<file path="src/rtl/me_mem_arbiter_if.sv">
// Requester/memory bundle shared by the ME read-port arbiter and its environment.
// master drives requests and memory data; slave (the arbiter) drives grants, stalls and returns.
interface me_mem_arbiter_if #(
    parameter int ADDR_W = 23,
    parameter int DATA_W = 16
);
    logic              req0;
    logic [ADDR_W-1:0] addr0;
    logic              req1;
    logic [ADDR_W-1:0] addr1;
    logic              pause0;
    logic              pause1;
    logic              mem_re;
    logic [ADDR_W-1:0] mem_addr;
    logic [DATA_W-1:0] mem_rdata;
    logic [DATA_W-1:0] rd_data;
    logic              rd_valid0;
    logic              rd_valid1;

    modport master (
        output req0, addr0, req1, addr1, mem_rdata,
        input  pause0, pause1, mem_re, mem_addr, rd_data, rd_valid0, rd_valid1
    );

    modport slave (
        input  req0, addr0, req1, addr1, mem_rdata,
        output pause0, pause1, mem_re, mem_addr, rd_data, rd_valid0, rd_valid1
    );
endinterface

</file>
<file path="src/rtl/me_mem_arbiter.sv">
// Round-robin burst arbiter for one frame-memory read port; grant is combinational, data returns RD_LAT cycles after mem_re.
// Losing requester is held through pauseK; switching owners costs no dead cycle.
module me_mem_arbiter #(
    parameter int ADDR_W = 23,
    parameter int DATA_W = 16,
    parameter int BURST  = 32,
    parameter int RD_LAT = 2
) (
    input  logic            clk,
    input  logic            rst,
    me_mem_arbiter_if.slave bus
);
    localparam int CNT_W = (BURST > 1) ? $clog2(BURST) : 1;
    localparam logic [CNT_W-1:0] CNT_MAX = CNT_W'(BURST - 1);

    typedef enum logic [1:0] {
        IDLE = 2'd0,
        G0   = 2'd1,
        G1   = 2'd2
    } state_t;

    state_t            state, state_nxt;
    logic              last_owner, last_owner_nxt;
    logic [CNT_W-1:0]  cnt, cnt_nxt;
    logic [RD_LAT-1:0] pipe_vld;
    logic [RD_LAT-1:0] pipe_own;
    logic              owner;
    logic              req_own;
    logic              req_oth;
    logic [ADDR_W-1:0] addr_sel;
    logic [DATA_W-1:0] rdata;

    assign owner = (state == G1);

    always_comb begin
        state_nxt      = state;
        last_owner_nxt = last_owner;
        cnt_nxt        = cnt;
        req_own        = owner ? bus.req1 : bus.req0;
        req_oth        = owner ? bus.req0 : bus.req1;
        case (state)
            IDLE: begin
                cnt_nxt = '0;
                if (bus.req0 && bus.req1)
                    state_nxt = last_owner ? G0 : G1;
                else if (bus.req0)
                    state_nxt = G0;
                else if (bus.req1)
                    state_nxt = G1;
            end
            G0, G1: begin
                if (req_oth && (cnt == CNT_MAX || !req_own)) begin
                    state_nxt      = owner ? G0 : G1;
                    last_owner_nxt = owner;
                    cnt_nxt        = '0;
                end else if (!req_own && !req_oth) begin
                    state_nxt      = IDLE;
                    last_owner_nxt = owner;
                    cnt_nxt        = '0;
                end else begin
                    // sole requester keeps the port; counter just wraps
                    cnt_nxt = (cnt == CNT_MAX) ? '0 : cnt + CNT_W'(1);
                end
            end
            default: state_nxt = IDLE;
        endcase
    end

    always_ff @(posedge clk or negedge rst) begin
        if (!rst) begin
            state      <= IDLE;
            last_owner <= 1'b1;
            cnt        <= '0;
            pipe_vld   <= '0;
            pipe_own   <= '0;
        end else begin
            state       <= state_nxt;
            last_owner  <= last_owner_nxt;
            cnt         <= cnt_nxt;
            pipe_vld[0] <= bus.mem_re;
            pipe_own[0] <= owner;
            for (int i = 1; i < RD_LAT; i++) begin
                pipe_vld[i] <= pipe_vld[i-1];
                pipe_own[i] <= pipe_own[i-1];
            end
        end
    end

    always_comb begin
        addr_sel = '0;
        if (state == G0)
            addr_sel = bus.addr0;
        else if (state == G1)
            addr_sel = bus.addr1;
    end

    assign rdata         = bus.mem_rdata;
    assign bus.rd_data   = rdata;
    assign bus.mem_addr  = addr_sel;
    assign bus.mem_re    = ((state == G0) && bus.req0) || ((state == G1) && bus.req1);
    assign bus.pause0    = bus.req0 && (state != G0);
    assign bus.pause1    = bus.req1 && (state != G1);
    assign bus.rd_valid0 = pipe_vld[RD_LAT-1] && !pipe_own[RD_LAT-1];
    assign bus.rd_valid1 = pipe_vld[RD_LAT-1] &&  pipe_own[RD_LAT-1];
endmodule

</file>
<file path="src/flat_wrapper.sv">
// flat-port wrapper written by rule: the top's interface ports become plain ports
module me_mem_arbiter_flat 
#(
    parameter int ADDR_W = 23,
    parameter int DATA_W = 16,
    parameter int BURST  = 32,
    parameter int RD_LAT = 2
)
  (clk, rst, bus_req0, bus_addr0, bus_req1, bus_addr1, bus_mem_rdata, bus_pause0, bus_pause1, bus_mem_re, bus_mem_addr, bus_rd_data, bus_rd_valid0, bus_rd_valid1);
  me_mem_arbiter_if #(.ADDR_W(ADDR_W), .DATA_W(DATA_W)) bus_i ();
  input  logic clk;
  input  logic rst;
  input wire logic [$bits(bus_i.req0)-1:0] bus_req0;
  input wire logic [$bits(bus_i.addr0)-1:0] bus_addr0;
  input wire logic [$bits(bus_i.req1)-1:0] bus_req1;
  input wire logic [$bits(bus_i.addr1)-1:0] bus_addr1;
  input wire logic [$bits(bus_i.mem_rdata)-1:0] bus_mem_rdata;
  output wire logic [$bits(bus_i.pause0)-1:0] bus_pause0;
  output wire logic [$bits(bus_i.pause1)-1:0] bus_pause1;
  output wire logic [$bits(bus_i.mem_re)-1:0] bus_mem_re;
  output wire logic [$bits(bus_i.mem_addr)-1:0] bus_mem_addr;
  output wire logic [$bits(bus_i.rd_data)-1:0] bus_rd_data;
  output wire logic [$bits(bus_i.rd_valid0)-1:0] bus_rd_valid0;
  output wire logic [$bits(bus_i.rd_valid1)-1:0] bus_rd_valid1;
  assign bus_i.req0 = bus_req0;
  assign bus_i.addr0 = bus_addr0;
  assign bus_i.req1 = bus_req1;
  assign bus_i.addr1 = bus_addr1;
  assign bus_i.mem_rdata = bus_mem_rdata;
  assign bus_pause0 = bus_i.pause0;
  assign bus_pause1 = bus_i.pause1;
  assign bus_mem_re = bus_i.mem_re;
  assign bus_mem_addr = bus_i.mem_addr;
  assign bus_rd_data = bus_i.rd_data;
  assign bus_rd_valid0 = bus_i.rd_valid0;
  assign bus_rd_valid1 = bus_i.rd_valid1;
  me_mem_arbiter #(.ADDR_W(ADDR_W), .DATA_W(DATA_W), .BURST(BURST), .RD_LAT(RD_LAT)) u_core (.clk(clk), .rst(rst), .bus(bus_i));
endmodule
</file>
<file path="config.mk">
export PLATFORM = sky130hd
export DESIGN_NAME = me_mem_arbiter_flat
export DESIGN_NICKNAME = d
export VERILOG_FILES = /design/src/rtl/me_mem_arbiter_if.sv /design/src/rtl/me_mem_arbiter.sv /design/src/flat_wrapper.sv
export SDC_FILE = /design/constraint.sdc
export NUM_CORES = 1
export LEC_CHECK = 0
export CAP_MARGIN = 30
export CORE_UTILIZATION = 30
export CTS_CLUSTER_DIAMETER = 30
export DETAILED_ROUTE_END_ITERATION = 16
export PLACE_DENSITY = 0.79
export SYNTH_ARGS = -nofsm -noshare
export SYNTH_HDL_FRONTEND = slang
export SYNTH_SLANG_ARGS = --single-unit
</file>
<file path="constraint.sdc">
create_clock -name clk -period 2 [get_ports clk]
set_input_delay 0.5 -clock clk [delete_from_list [all_inputs] [get_ports clk]]
set_output_delay 0.5 -clock clk [all_outputs]
set_load 0.02 [all_outputs]
</file>
# Yosys cells after proc, flatten, opt, wreduce, memory -nomap -nowiden

Index checks and enable logic that the tools add are counted.
W data, S select, Z words.

Input port bits: 66
Word-level logic and storage cells: 51
Output and inout port bits: 44
Bits in registers: 12

Multiplexer cells: 18
$add $sub $neg: 1
Reductions and logical operators: 20
Eq/ne operators: 7

Operators with widths:

| kind                  | number |
|---|---|
| $mux W23              | 2 |
| $mux W5               | 3 |
| $mux W2               | 7 |
| $pmux W5 S2           | 1 |
| $logic_and A1 B1 Y1   | 9 |
| $add A5 B1 Y5 const B | 1 |
| $eq A5 B5 Y1 const B  | 1 |
| $mux W1               | 4 |
| $ne A4 B3 Y1 const B  | 1 |
| $pmux W2 S2           | 1 |
| $reduce_and A2 Y1     | 2 |
| $reduce_bool A2 Y1    | 2 |
| $logic_not A1 Y1      | 3 |
| $ne A3 B1 Y1 const B  | 1 |
| $eq A2 B1 Y1 const B  | 1 |
| $eq A2 B2 Y1 const B  | 1 |
| $logic_not A2 Y1      | 1 |
| $logic_or A1 B1 Y1    | 2 |
| $ne A2 B1 Y1 const B  | 1 |
| $ne A2 B2 Y1 const B  | 1 |
| $reduce_or A2 Y1      | 1 |

# Depth between registers and ports, before layout

Gate-level depths: netlist of the first run.

Depth after elaboration: 7
Gate-level depth with buffers: 7
Depth with buffers taken out: 7

# Least setup slack after synthesis of the first run

OpenSTA, ideal clock, no wires.

Path kind: register -> output
From: register u_core.state[0]
To: output bus_mem_addr[12]
Path buffers: 2
Slack: -83 ps
Required time: 1500 ps
Cell stages (with the launch flop): 7
Data arrival time: 1583 ps
Path through: dfrtp_1 inv_1 ha_1 buf_6 clkbuf_1 nand2_1 o21ai_0

Cells in the longest elaborated chain, start to end: 3
Elaborated cells on any way between the ends: 4
Classes of those cells: eq/ne: 2; mux: 2

RTL lines:

| element                  | line                 | RTL |
|---|---|---|
| start: declaration       | me_mem_arbiter.sv:22 | `state_t state, state_nxt;` |
| start signal: assignment | me_mem_arbiter.sv:77 | `state <= state_nxt;` |
| $eq A2 B2 Y1             | -                    |  |
| net u_core.owner         | me_mem_arbiter.sv:27 | `logic owner;` |
| $mux W23                 | me_mem_arbiter.sv:93 | `else if (state == G1)` |
| $mux W23                 | me_mem_arbiter.sv:91 | `if (state == G0)` |
| end: declaration         | flat_wrapper.sv:21   | `output wire logic [$bits(bus_i.mem_addr)-1:0] bus_mem_addr;` |

The timed path passes the listed nets, and every way through them passes these cells.

# Final worst setup path of the first run

From: register u_core.state[0]
To: output bus_mem_addr[14]

The elaborated chain is that of the path after synthesis.

==> results of run 1 <==
## sequential cells by signal (all words and copies together), names as in the netlist
name and count:
u_core.pipe_own 2, u_core.state 2, u_core.pipe_vld 2, u_core.last_owner 1
u_core.cnt 5
## through the flow
step	utilization, %	hold WS [ns]	total power [W]	area [µm²]
floorplan	-	0.204	0.00144	1140
CTS	53.1	0.352	0.00244	1940
global route	54.2	0.364	0.00270	1980
detailed placement	52.3	0.341	0.00221	1920
global placement	52.3	0.333	0.00219	1920
finish	54.2	0.349	0.00250	1980
## synthesized netlist by cell type (all sizes together)
| cell | number |
|---|---|
| o2bb2ai | 2 |
| inv | 4 |
| mux2 | 2 |
| nor2b | 4 |
| a21oi | 3 |
| and3 | 1 |
| buf | 18 |
| clkbuf | 7 |
| and2 | 1 |
| o21ai | 23 |
| a211o | 1 |
| nor2 | 4 |
| o21bai | 1 |
| nand2b | 4 |
| a211oi | 1 |
| a32oi | 1 |
| or2 | 1 |
| nand2 | 47 |
| or3 | 1 |
| ha | 6 |
| nand3 | 4 |
| a22o | 5 |
| mux2i | 1 |
| a21o | 1 |
| a31oi | 1 |
| dfstp | 1 |
| dfrtp | 11 |
## power by group
group          internal, W  total (W)  switching (W)
registers         0.000326   0.000383      0.0000571
logic             0.000885    0.00185       0.000967
clock network     0.000174   0.000261      0.0000870
## logic make-up after synthesis
kind of cell,count (synthesis)
mux,3
compound gates,39
fa+ha+maj,6
flops,12
buf+inv,29
simple gates,67
## routing by layer
metal / vias up / GRT usage [%]
met5: - / 0
met4: 0 / 4.26
met3: 4 / 3.62
met2: 62 / 25.9
met1: 545 / 16.8
li1: 653 / -
## final cells by class
class | instances | area, µm² | share of cell area (%)
inverters | 4 | 15.0 | 0.757
clock buffers | 4 | 55.1 | 2.77
well taps | 48 | 60.1 | 3.03
repair buffers | 94 | 847 | 42.7
multi-input cells | 115 | 703 | 35.4
flip-flops and latches | 12 | 304 | 15.3
## repair_timing
action,in CTS,in global routing
endpoints found under the setup margin,26,25
resized for setup,124,14
buffers inserted,3,0
cloned,1,0
pin swaps,2,2
hold buffers,0,0
## worst max path at each step
stage | to | slack, ns | cells after the start
3_3_place_gp | bus_mem_re | -0.32 | 3
4_1_cts | bus_mem_re | -0.007 | 5
3_5_place_dp | bus_mem_re | -0.33 | 3
2_1_floorplan | bus_mem_addr[1] | 0.05 | 6
6_report | bus_mem_addr[14] | 0.05 | 7
5_1_grt | bus_mem_addr[20] | -0.02 | 7
==> results by group, run 1 <==
Critical path
  • Startpoint types: flip-flop
  • Critical path's top delay family: buffers and inverters
  • Worst Path Arrival: 1.45 ns
  • Reg2Reg Capture Point: u_core.state[1]
  • Critical path buffers and inverters: 4
  • Crit Path Class: flip-flop to output pin
  • R2r setup slk: 0.14 ns
  • Slowest cell on the critical path: dfrtp_2
  • Setup crit start: u_core.state[0]
  • Worst Path Max Fanout: 5
  • CP Data Required Time: 1.50 ns
  • CP Capture Type: output pin
  • R2R depth: 6
  • FF-to-FF Start: u_core.state[0]
  • Most used cell, CP: buf_6
  • CP cell instances: inv_2, ha_4, buf_6, buf_6, nand2_1, o21ai_1, buf_4
  • CP peak stage delay: 0.43 ns

STA
  • Final max-slew violation count: 0
  • RSZ-0062 raised after global routing: true
  • Clock Skews: 0.00412 ns
  • Setup violations, final: 0
  • Fmax: 512 MHz
  • Tmin final: 1.95 ns
  • Worst slew pin tran: 0.522 ns
  • Fin crit share: 97.6%
  • Max-slew headroom: 65.1%
  • Setup TNS: 0 ns
  • Final Hold Fails: 0
  • Fin worst setup slack: 0.0473 ns

Final layout
  • Ant diodes: 0
  • Most common cell after layout, fill and taps aside: clkdlybuf4s50_1
  • Final #Nets: 302
  • Layout cell share with drive strength beyond 1: 27.1%
  • Most frequent cells in the layout: clkdlybuf4s50_1 (51), nand2_1 (46), o21ai_1 (18), buf_4 (18), buf_2 (17)
  • P&R area growth vs syn: 74.5%
  • Non-Filler Instances: 277
  • Fillcell total: 339

Place
  • Detailed Place HPWL: 2240 µm
  • PortBufs: 77
  • RePlAce Congestion: 0.791
  • Pre-CTS WS: -0.330 ns
  • Dpl cells: 269

Worst hold path
  • HP Class: flip-flop to flip-flop
  • Hold Path End: u_core.pipe_vld[1]
  • WHS Path Cells: 0
  • Hold path startpoint: u_core.pipe_vld[0]

Routing
  • DR pass1 iterations: 4
  • Routed vias/inst: 4.56
  • Wl on met1: 1190 µm
  • Max Used Layer: met4
  • Post-Route WL: 2760 µm
  • Vias after detailed routing: 1264
  • WL met2: 1350 µm
  • Post-route DRC: 0
  • Iteration-0 DRC Markers: 30
  • Met3 Wirelength: 193 µm
  • Routed Antenna Nets: 0
  • WL/cell: 9.96 µm

Synth
  • Yosys Warn Count: 0
  • Sequential area share after synthesis: 26.5%
  • Synth Area in XOR/XNOR: 0%
  • Syn Inst Count: 156
  • Synth cell types: 30
  • Count of state elements after synthesis: 12
  • Synth area leader: dfrtp_1
  • Main combinational cell family by area after synthesis: simple AND/OR/NAND/NOR gates
  • Post-synth top area share: 24.2%
  • Simple-gate portion of the synthesized area: 25.2%
  • Synth top area cells: dfrtp_1 (24%), nand2_1 (16%), buf_4 (11%)
  • Mapped Area: 1140 µm²
  • Synth Net Count: 228
  • Post-Synth Adder-Cell Area: 6.60%
  • Syn_area_per_cell: 7.29 µm²
  • Mux contribution to synthesized area: 3.52%
  • Post-synthesis compound-gate area fraction: 22.6%

Clock tree
  • CTS sink cnt: 12
  • Worst-path clk slew: 0.05 ns
  • Clk Latency, worst-skew pair: 0.24 ns
  • H-Tree Depth: 1
  • Cts bufs inserted: 3
  • CTS root buf: clkbuf_8
  • Clk buf depth: 2
  • Clock tree from TritonCTS: yes

Run status
  • Status: complete, no violations

Pwr
  • Pwr Density: 1260 nW/µm²
  • Pleak: 0.884 nW
  • VDD IR max: 0.534 mV

Floorplan
  • Die Height: 63.6 µm
  • Die area: 4040 µm²
  • Initial Utilization: 31.1%
  • Core area: 3660 µm²
  • Cell Rows: 22
  • Die Wd: 63.6 µm
  • I/O pin count: 110

Global routing
  • Largest net degree at the start of global routing: 25
  • Total track usage: 14.5%
  • Vias in the first global route: 1148
  • First-pass GRT wire length: 4690 µm
  • GRT overflow: 0
  • Initial antenna violation count: 0

Job
  • Maximum Capacitance Violations: 0
(Power assumes the default switching activity.)
==> run 2: changes to the inputs <==
--- a/config.mk
+++ b/config.mk
@@ -10,6 +10,7 @@
 export CTS_CLUSTER_DIAMETER = 30
 export DETAILED_ROUTE_END_ITERATION = 16
 export PLACE_DENSITY = 0.79
+export SLEW_MARGIN = 20
 export SYNTH_ARGS = -nofsm -noshare
 export SYNTH_HDL_FRONTEND = slang
 export SYNTH_SLANG_ARGS = --single-unit
==> results of run 2 <==
Final layout, timing and power as in run 1 (identical DEF).
==> variant 1, RTL diff (config.mk and constraints of run 1) <==
`RD_LAT` is set to 2 in 2 places; all go to 4.
--- a/src/rtl/me_mem_arbiter.sv
+++ b/src/rtl/me_mem_arbiter.sv
@@ -4,7 +4,7 @@
     parameter int ADDR_W = 23,
     parameter int DATA_W = 16,
     parameter int BURST  = 32,
-    parameter int RD_LAT = 2
+    parameter int RD_LAT = 4
 ) (
     input  logic            clk,
     input  logic            rst,
--- a/src/flat_wrapper.sv
+++ b/src/flat_wrapper.sv
@@ -4,7 +4,7 @@
     parameter int ADDR_W = 23,
     parameter int DATA_W = 16,
     parameter int BURST  = 32,
-    parameter int RD_LAT = 2
+    parameter int RD_LAT = 4
 )
   (clk, rst, bus_req0, bus_addr0, bus_req1, bus_addr1, bus_mem_rdata, bus_pause0, bus_pause1, bus_mem_re, bus_mem_addr, bus_rd_data, bus_rd_valid0, bus_rd_valid1);
   me_mem_arbiter_if #(.ADDR_W(ADDR_W), .DATA_W(DATA_W)) bus_i ();
Formal check against the unedited RTL: not equivalent (a bounded check fails within 4 cycles, from zero or initial values and one cycle with rst low).
==> variant 1 against run 1 <==
  * Largest power group unchanged
  * Sequential cell count up 4
  * Final cell count up 4.7%
  * Synthesized area up 8.8%
  * Setup slack worse by 0.065 ns
  * Design area up 17%
  * Synthesized cell count up 2.6%
  * The run now ends with negative setup slack left
  * Total power up 23%
  * Routed wire length up 31%
==> variant 1: results (changes against run 1) <==
** GRT
- GRT Total Usage :: 15.99% (+1.5 points)
- Pin count of the biggest net entering global routing :: 17 (-32%)
- The via count of the first global-routing pass was 1,317 (+15%).
- Global-route wire length before repair :: 5.520 mm (+18%)

** STA
- The worst path setup slack after routing came to -0.01746 ns (-0.06479 ns).
- Number of setup violations in the final report :: 4 (+4)
- The clock tree skew after final layout came to 0.001018 ns (-0.003106 ns).
- The pin slew with the least headroom to its limit was 0.2845 ns (-0.2378 ns).

** Routing
- Iteration count of the initial detailed-routing pass :: 4 (unchanged)
- Vias after detailed routing :: 1,389 (+9.9%)
- Post-Route WL :: 3.619 mm (+31%)
- The number of DRC markers after the initial detailed-route iteration was 35 (+17%).

** Critical path
- The peak fanout along the critical path came to 6 (+1).
- The critical path starts at u_core.state[0]$_DFFE_PN0P_.
- Worst reg2reg startpoint :: u_core.state[1]$_DFFE_PN0P_
- The length in cells of the worst reg-to-reg path was 7 (+1).
- The arrival time at the worst endpoint came to 1.52 ns (+0.07 ns).
- Slowest stage delay, CP :: 0.44 ns
- The critical path ends at bus_mem_addr[18].
- Crit-path slowest cell :: sky130_fd_sc_hd__dfrtp_2

** Power
- Switching pwr :: 1.319 mW (+19%)
- The leakage dissipation is 1.061 nW (+20%).
- The worst-case vdd ir drop is 0.8597 mV (+61%).

** Clock tree
- Clock input transition at the sequential cells of the worst setup and hold paths :: 0.06 ns
- In this run the clock root is driven by a sky130_fd_sc_hd__clkbuf_8.

** Finish
- Proportion of layout cells with a drive suffix above 1 :: 38.02% (+11 points)
- The antenna diode count was 0 (unchanged).
- The layout net count was 315 (+4.3%).

** Synth
- Portion of the post-synthesis area used by sequential elements :: 32.46% (+5.9 points)
- Complex-gate fraction of the synthesized area :: 20.73% (-1.8 points)
- By area the synthesized netlist is led by sky130_fd_sc_hd__dfrtp_1, sky130_fd_sc_hd__nand2_1, sky130_fd_sc_hd__buf_4, sky130_fd_sc_hd__o21ai_0, sky130_fd_sc_hd__ha_1.
- Mapped Nets :: 232 (+1.8%)
- After synthesis, the most frequently instantiated cells are sky130_fd_sc_hd__nand2_1, sky130_fd_sc_hd__o21ai_0, sky130_fd_sc_hd__buf_4.
- The fraction of the mapped netlist area in adder cells came to 6.067% (-0.53 points).
- The proportion of synthesized area in mux cells is 3.236% (-0.28 points).

** Place
- Final HPWL DP :: 2.552 mm (+14%)
- Worst setup slack after placement :: -0.3224 ns (+0.007606 ns)
- The placed instance area came to 0.002068 mm2 (+8.0%).
- Routability congestion estimate from global placement :: 0.8255 (+4.4%)

** Worst hold path
- In this run the worst hold path is classified as reg2reg.

** Outcome
- The flow ran to the end, but the final reports show violations.
- Failing checks :: negative setup slack
[variant 1: cell families after synthesis]
kind of cell    after synthesis
simple gates                 67
compound gates               39
buf+inv                      29
flops                        16
fa+ha+maj                     6
mux                           3
[variant 1: power by group through the flow]
stage	Clock (mW)	Combinational [mW]	Sequential, mW
after floorplan	0	1.08	0.484
after global placement	0	1.91	0.489
after detailed placement	0	1.93	0.494
after CTS	0.297	1.78	0.497
after global routing	0.311	2.47	0.511
final	0.284	2.29	0.496
[variant 1: worst min-delay path by stage]
stage	startpoint	endpoint	cells past startpoint
after detailed placement	u_core.pipe_vld[2]$_DFF_PN0_	u_core.pipe_vld[3]$_DFF_PN0_	0
after global routing	u_core.pipe_own[0]$_DFF_PN0_	u_core.pipe_own[1]$_DFF_PN0_	0
after global placement	u_core.pipe_own[0]$_DFF_PN0_	u_core.pipe_own[1]$_DFF_PN0_	0
after CTS	u_core.pipe_vld[2]$_DFF_PN0_	u_core.pipe_vld[3]$_DFF_PN0_	0
after floorplan	rst	u_core.cnt[0]$_DFFE_PN0P_	0
final	u_core.pipe_vld[2]$_DFF_PN0_	u_core.pipe_vld[3]$_DFF_PN0_	0
[variant 1: per-stage QoR]
step	setup TNS [ns]	util (%)	std cells	hold WS (ns)
finish	-0.05023	61.13	290	0.3485
global route	-0.9947	61.13	290	0.3563
CTS	0	53.75	285	0.3487
detailed placement	-7.205	54.45	280	0.3373
global placement	-6.726	54.45	280	0.3319
floorplan	0	-	160	0.2044
[variant 1: metal layers]
layer	share of wire [%]	global-route usage (%)	wire [um]
met5	0	0	0
met1	39	19.00	1403
met3	7.3	3.793	264
met2	53	28.32	1925
met4	0.69	4.521	25
[variant 1: worst max-delay path, delay by kind of cell (launching register included)]
family,cells,cell delay (ns)
DFF,1,0.44
buffers and inverters,3,0.41
adders and majority gates,1,0.20
AOI/OAI and AO/OA,1,0.16
and+or+nand+nor,1,0.04
[variant 1: timing repair]
item	4_1_cts	5_1_grt
hold buffers	0	0
setup endpoints to repair	30	26
gates resized for setup	109	79
cloned	0	1
buffers inserted	1	4
pin swaps	1	21
[variant 1: area by class of cell]
class / count / area (um2)
Timing Repair Buffer: 103 / 984.7
Tap cell: 48 / 60.06
Inverter: 4 / 15.01
Multi-Input combinational cell: 115 / 804.5
Sequential cell: 16 / 402.9
Fill cell: 319 / 1476
Clock buffer: 4 / 55.05
==> variant 2, RTL diff (config.mk and constraints of run 1) <==
Without the edit above. The 3 states of `state_t` get a one-hot encoding in 3 bits.
--- a/src/rtl/me_mem_arbiter.sv
+++ b/src/rtl/me_mem_arbiter.sv
@@ -13,10 +13,10 @@
     localparam int CNT_W = (BURST > 1) ? $clog2(BURST) : 1;
     localparam logic [CNT_W-1:0] CNT_MAX = CNT_W'(BURST - 1);
 
-    typedef enum logic [1:0] {
-        IDLE = 2'd0,
-        G0   = 2'd1,
-        G1   = 2'd2
+    typedef enum logic [2:0] {
+        IDLE = 3'b001,
+        G0   = 3'b010,
+        G1   = 3'b100
     } state_t;
 
     state_t            state, state_nxt;
Formal check against the unedited RTL: no difference found for any inputs over 10 cycles, from zero or initial values and one cycle with rst low; not proved beyond that.
==> variant 2 against run 1 <==
  * Largest power group unchanged
  * Highest routed layer unchanged
  * Routed wire length grew 46%
  * Synthesized area is 3.4% lower
  * Total power down 26%
  * Count of clock-buffer cells in the layout decreased by 1
  * Design area grew 1.1%
  * The flow now finishes with violations (negative setup slack)
  * Sequential power shrank 4%
  * Sequential cell count increased by 1
  * Setup slack worse by 0.14 ns
==> variant 2: results (changes against run 1) <==
** Outcome
- The run finished, with violations left.
- The checks that failed: negative setup slack.

** Clock tree
- The clock slew seen by the registers of the worst setup and hold paths is 0.09 ns (+0.04 ns).
- The count of instances resized after the clock tree is built is 136 (+9.7%).

** Worst hold path
- Hold EP :: u_core.pipe_own[1]$_DFF_PN0_

** Synth
- Post-synthesis share of cell area spent on xor and xnor gates :: 0.7973% (+0.80 points)
- Share of synthesized cell area in full adder, half adder and majority cells :: 2.278% (-4.3 points)

** Critical path
- Maximum net fanout on the critical path :: 7 (+2)
- Worst r2r dst :: u_core.cnt[4]$_DFFE_PN0P_
- The arrival time at the worst endpoint is 1.59 ns (+0.14 ns).
- Crit path to :: bus_mem_addr[8]
- Number of cells on the worst reg-to-reg path :: 7 (+1)

** STA
- The worst path setup slack after routing is -0.09480 ns (-0.1421 ns).
- Worst Hold Margin :: 0.3617 ns (+0.01313 ns)
- Clk_skew :: 0.0009202 ns (-0.003204 ns)
- Number of setup violations in the final report :: 24 (+24)

** Finish
- Proportion of layout cells with a drive suffix above 1 :: 30.53% (+3.5 points)
- Multi-input gate share of total cell area :: 29.44% (-6.0 points)
- The count of inverters other than clock inverters in the layout is 3 (-1).
- Non-clock buffer share :: 49.41% (+6.7 points)
- The multi-input gate count is 76 (-34%).

** Routing
- Post-Route WL :: 4.021 mm (+46%)
- The detailed-route vias per instance was 5.089 (+12%).

** Power
- The power attributed to sequential cells was 0.368 mW (-4%).

** GRT
- Global routing met3 resource utilization :: 2.555% (-1.1 points)
variant 2: critical path, cell delays in order, from the launching register on:
cell and delay, ns:
sky130_fd_sc_hd__dfstp_2 0.54, sky130_fd_sc_hd__inv_2 0.04, sky130_fd_sc_hd__and3_4 0.18, sky130_fd_sc_hd__clkbuf_16 0.17, sky130_fd_sc_hd__a22o_1 0.25, sky130_fd_sc_hd__buf_6 0.13
variant 2: metrics by stage:
step | instances | setup TNS (ns)
after floorplan | 118 | 0
after global placement | 226 | -5.060
after detailed placement | 226 | -5.238
after CTS | 235 | -1.779
after global routing | 236 | -2.375
final | 236 | -1.554
variant 2: logic make-up (layout without fill, tap and decap cells):
group / Yosys count / in the layout
multiplexers: 1 / 1
XOR/XNOR: 1 / 1
adder cells (fa/ha/maj): 2 / 2
buffers and inverters: 29 / 101
flip-flops: 13 / 13
AND/OR/NAND/NOR: 30 / 30
AO/OA/AOI/OAI: 42 / 42
